### config.mk
export PLATFORM = sky130hd
export DESIGN_NAME = irq_responder
export DESIGN_NICKNAME = d
export VERILOG_FILES = /design/src/rtl/irq_pkg.sv /design/src/rtl/irq_responder.sv
export SDC_FILE = /design/constraint.sdc
export NUM_CORES = 1
export LEC_CHECK = 0
export CELL_PAD_IN_SITES_DETAIL_PLACEMENT = 0
export CELL_PAD_IN_SITES_GLOBAL_PLACEMENT = 1
export CORE_MARGIN = 2
export CORE_UTILIZATION = 29
export CTS_CLUSTER_DIAMETER = 200
export CTS_CLUSTER_SIZE = 40
export DETAILED_ROUTE_END_ITERATION = 10
export HOLD_SLACK_MARGIN = 0.03
export PLACE_DENSITY_LB_ADDON = 0.1
export SETUP_SLACK_MARGIN = 0.5
export SKIP_CTS_REPAIR_TIMING = 1
export SYNTH_ARGS = -nofsm -noshare
export SYNTH_HDL_FRONTEND = slang
export SYNTH_SLANG_ARGS = --single-unit
### constraint.sdc
create_clock -name clk -period 2.25 [get_ports clk]
set_input_delay 0.45 -clock clk [delete_from_list [all_inputs] [get_ports clk]]
set_output_delay 0.45 -clock clk [all_outputs]
set_load 0.05 [all_outputs]
### src/rtl/irq_pkg.sv
// irq_pkg
// Shared definitions for the interrupt responder: the responder's state
// enumeration and the address and event-counter widths.
// No ports; imported by irq_responder.
package irq_pkg;

    localparam int ADDR_W = 32;
    localparam int CNT_W  = 8;

    typedef enum logic [1:0] {
        ST_IDLE    = 2'd0,
        ST_ENTER   = 2'd1,
        ST_SERVICE = 2'd2,
        ST_RETURN  = 2'd3
    } irq_state_e;

endpackage

### src/rtl/irq_responder.sv
// irq_responder
// Takes a level interrupt from the interrupt controller at an interruptible
// boundary. It saves the return PC and redirects the pipeline to the handler
// vector. It tracks the handler until eret, then redirects back to the saved
// PC. Only one interrupt is handled at a time; there is no nesting.
//
// Ports
//   clk          system clock, rising edge
//   rst          synchronous active-low reset
//   irq          interrupt request level (held until iack)
//   irq_addr     handler vector, valid while irq=1
//   iack         one-cycle acknowledge, asserted in the entry cycle
//   pc_current   PC at the interruptible boundary this cycle
//   stall        pipeline cannot take a redirect this cycle
//   eret         return-from-interrupt decoded this cycle
//   ie_we/ie_wd  software write of the global interrupt enable
//   redirect     force a PC load this cycle
//   redirect_pc  redirect target, 0 when not redirecting
//   flush        squash younger instructions; same as redirect
//   epc          saved return PC
//   ie           global interrupt enable
//   in_isr       handler is executing
//   irq_count    number of interrupts taken, wraps at 255
module irq_responder
    import irq_pkg::*;
(
    input  logic              clk,
    input  logic              rst,
    input  logic              irq,
    input  logic [ADDR_W-1:0] irq_addr,
    output logic              iack,
    input  logic [ADDR_W-1:0] pc_current,
    input  logic              stall,
    input  logic              eret,
    input  logic              ie_we,
    input  logic              ie_wd,
    output logic              redirect,
    output logic [ADDR_W-1:0] redirect_pc,
    output logic              flush,
    output logic [ADDR_W-1:0] epc,
    output logic              ie,
    output logic              in_isr,
    output logic [CNT_W-1:0]  irq_count
);

    irq_state_e        state_q, state_d;
    logic              ie_q, ie_d;
    logic [ADDR_W-1:0] epc_q, epc_d;
    logic [ADDR_W-1:0] vector_q, vector_d;
    logic [CNT_W-1:0]  irq_count_q, irq_count_d;

    // Next-state logic. ENTER and RETURN always last exactly one cycle.
    // The pipeline can only be redirected when stall is low, so the take and
    // return decisions wait on stall in IDLE and SERVICE.
    always_comb begin
        state_d     = state_q;
        ie_d        = ie_q;
        epc_d       = epc_q;
        vector_d    = vector_q;
        irq_count_d = irq_count_q;

        case (state_q)
            ST_IDLE: begin
                // The take decision uses ie_q, which is the value before any
                // software write made in the same cycle.
                if (irq && ie_q && !stall) begin
                    epc_d    = pc_current;
                    vector_d = irq_addr;
                    state_d  = ST_ENTER;
                end
                if (ie_we) begin
                    ie_d = ie_wd;
                end
            end
            ST_ENTER: begin
                ie_d        = 1'b0;
                irq_count_d = irq_count_q + {{(CNT_W-1){1'b0}}, 1'b1};
                state_d     = ST_SERVICE;
            end
            ST_SERVICE: begin
                if (eret && !stall) begin
                    state_d = ST_RETURN;
                end
            end
            ST_RETURN: begin
                ie_d    = 1'b1;
                state_d = ST_IDLE;
            end
            default: begin
                state_d = ST_IDLE;
            end
        endcase
    end

    always_ff @(posedge clk) begin
        if (!rst) begin
            state_q     <= ST_IDLE;
            ie_q        <= 1'b0;
            epc_q       <= '0;
            vector_q    <= '0;
            irq_count_q <= '0;
        end else begin
            state_q     <= state_d;
            ie_q        <= ie_d;
            epc_q       <= epc_d;
            vector_q    <= vector_d;
            irq_count_q <= irq_count_d;
        end
    end

    // All outputs come only from registered state, so nothing reaches them
    // combinationally from the inputs.
    always_comb begin
        redirect    = 1'b0;
        redirect_pc = '0;
        iack        = 1'b0;
        in_isr      = 1'b0;
        case (state_q)
            ST_ENTER: begin
                redirect    = 1'b1;
                redirect_pc = vector_q;
                iack        = 1'b1;
            end
            ST_SERVICE: begin
                in_isr = 1'b1;
            end
            ST_RETURN: begin
                redirect    = 1'b1;
                redirect_pc = epc_q;
            end
            default: begin
            end
        endcase
    end

    assign flush     = redirect;
    assign epc       = epc_q;
    assign ie        = ie_q;
    assign irq_count = irq_count_q;

endmodule

==> run summary <==
Hold Startpoint = vector_q[23]
Mapped cell area = 3160 sq um
Multi-input gate area = 1740 sq um
Post-synthesis sequential element count = 75
Vias post-DR = 3152
Input/output buffers = 147
Final setup skew = 0.0120 ns
Antenna diodes = 0
Min Tclk post-route = 2.08 ns
Crit path required time = 1.80 ns
H-tree levels = 3
Hold_ws = 0.474 ns
Leakage = 2.90 nW
Total Power = 4.32 mW
Status = completed
Share of layout cells above drive strength 1 = 21.3%
Final setup violation count = 0
Antenna viol nets, final = 0
Max clock buf depth = 2
Final core utilization = 54.1%
Layout Nets = 608
Worst Setup Path Type = reg -> out
Most frequent cells in the layout = 132 x nand2_1, 73 x dfxtp_1, 70 x clkdlybuf4s50_1
Mapped Cells = 381
Yosys cell types = 32
TritonCTS clock tree = built
Placer congestion estimate = 0.752
First-pass GRT wire length = 15.4 mm
Die height = 108 um
Num rows = 38
Register area share after synthesis = 47.5%
Fin crit share = 92.3%
Final Hold Fails = 0
Area grow syn2layout = 83.9%
Synth area leaders = dfxtp_1 48%, nand2_1 16%, a21oi_1 11%
Hold crit path type = reg -> reg
Top cell type's share of synthesized area = 47.5%
Post-synth top area cell = dfxtp_1
Initial antenna violation count = 0
WL final = 10.1 mm
Vias in the first global route = 3020
Aggregate global routing overflow = 0
Synthesized area per cell = 8.29 sq um
Vias/cell = 4.67
CP Launch Type = register
Die ar. = 11700 sq um
Worst-skew pair later-pin latency = 0.34 ns
Critical R2R Launch = state_q[0]
Max_cap viols = 0
Filler instances = 984
Die X = 108 um
Commonest non-fill, non-tap cell in the layout = nand2_1
Core area = 10700 sq um
Crit path DAT = 1.63 ns
Drt wl/cell = 15.0 um
FF/Latch Area = 1510 sq um
RSZ-0062 raised after global routing = yes
Yosys Warn Count = 0
Slew Limit Fails = 0
Clock root buffer = clkbuf_8
Worst-margin pin slew = 0.567 ns
Fmax = 482 MHz
Detailed Route Iter0 Violations = 138
DP Wirelength = 6.40 mm
Clock buffer count from CTS = 9
Worst IR Drop VDD = 0.000558 V
Pwr Density = 744 nW/um^2
Starting Density = 29.4%
Clock-pin transition on the worst setup and hold timing paths = 0.09 ns
DRT Pass-1 Iters = 4
IO Count = 148
Synthesized Nets = 459
Crit-path max FO = 17
All-Layer GR Usage = 16.8%
Largest net degree at the start of global routing = 65
DRC viols = 0
Setup crit start = state_q[1]
CP Capture Type = output port
Clock sinks = 75
Slew Limit Headroom = 62.1%
synth_stat cells:
library cell and n:
clkbuf_1 9, or2_2 1, dfxtp_1 75, or3_1 3, nand4_1 2, nand2_1 132, nor2_1 5, o211a_1 1
o21ai_0 3, and4b_1 1, nand4_2 1, buf_6 1, xor2_1 3, ha_1 7, a21oi_1 68, nand3b_1 1
nand4b_1 1, nand2b_1 1, buf_4 1, or2b_1 1, buf_1 2, buf_8 6, inv_2 1, nand3_1 2
xnor2_1 1, a22o_1 32, mux2i_1 3, a22oi_1 1, a211o_1 1, a311oi_1 1, buf_2 11, inv_1 3
routing by layer:
layer  global-route usage [%]  wire length, um  vias up
met5                        0                0        -
met4                     4.85              117        0
met3                     5.67              772        8
met2                     26.3             4820       98
met1                     21.9             4380     1459
li1                         -                -     1587
kinds of logic (layout without fill, tap and decap cells):
kind of cell             count (synthesis)  count (layout)  share of synthesized area [%]
AND/OR/NAND/NOR                        151             151                           19.4
AO/OA/AOI/OAI                          107             107                           21.2
flip-flops                              75              75                           47.5
buffers and inverters                   34             188                           6.97
adder cells (fa/ha/maj)                  7               7                           2.77
XOR/XNOR                                 4               4                           1.11
multiplexers                             3               3                          0.951
cell type report:
cell class	count	area share [%]
Clock buffer	10	2.20
Sequential cell	75	26.0
Multi-Input combinational cell	272	29.9
Inverter	4	0.258
Tap cell	140	3.02
Clock inverter	6	1.55
Timing Repair Buffer	168	37.1
critical path, cell delays in order, from the launching register on:
cell	delay [ns]
dfxtp_4	0.39
inv_2	0.06
ha_4	0.23
buf_12	0.18
a22o_4	0.26
buf_12	0.14
worst paths after layout:
path	endpoint	slack, ns	cells after the start
worst max-delay path	redirect_pc[25]	0.17	5
worst min-delay path	vector_q[23]	0.47	2
worst max register to register	vector_q[7]	0.62	6
worst min register to register	vector_q[23]	0.47	2
stage by stage:
stage                     worst slack [ns]  TNS (ns)  area (sq um)  cells
after floorplan                      0.488         0          3480    381
after global placement               0.271         0          5350    645
after detailed placement             0.218         0          5350    645
after CTS                          -0.0118    -0.102          5570    661
after global routing                 0.110         0          5810    675
final                                0.173         0          5810    675
power breakdown:
group / switching [mW] / leakage [nW] / internal (mW) / total, mW
clock network: 0.507 / 0.106 / 0.627 / 1.13
logic: 0.899 / 2.18 / 0.750 / 1.65
registers: 0.103 / 0.608 / 1.44 / 1.54
total: 1.51 / 2.90 / 2.82 / 4.32
state kept, by name, summed over array words and instances, names as in the netlist:
name / count
irq_count: 8
state_q: 2
ie: 1
vector_q: 32
epc: 32
Note: power is estimated with default switching activity, not from simulation.
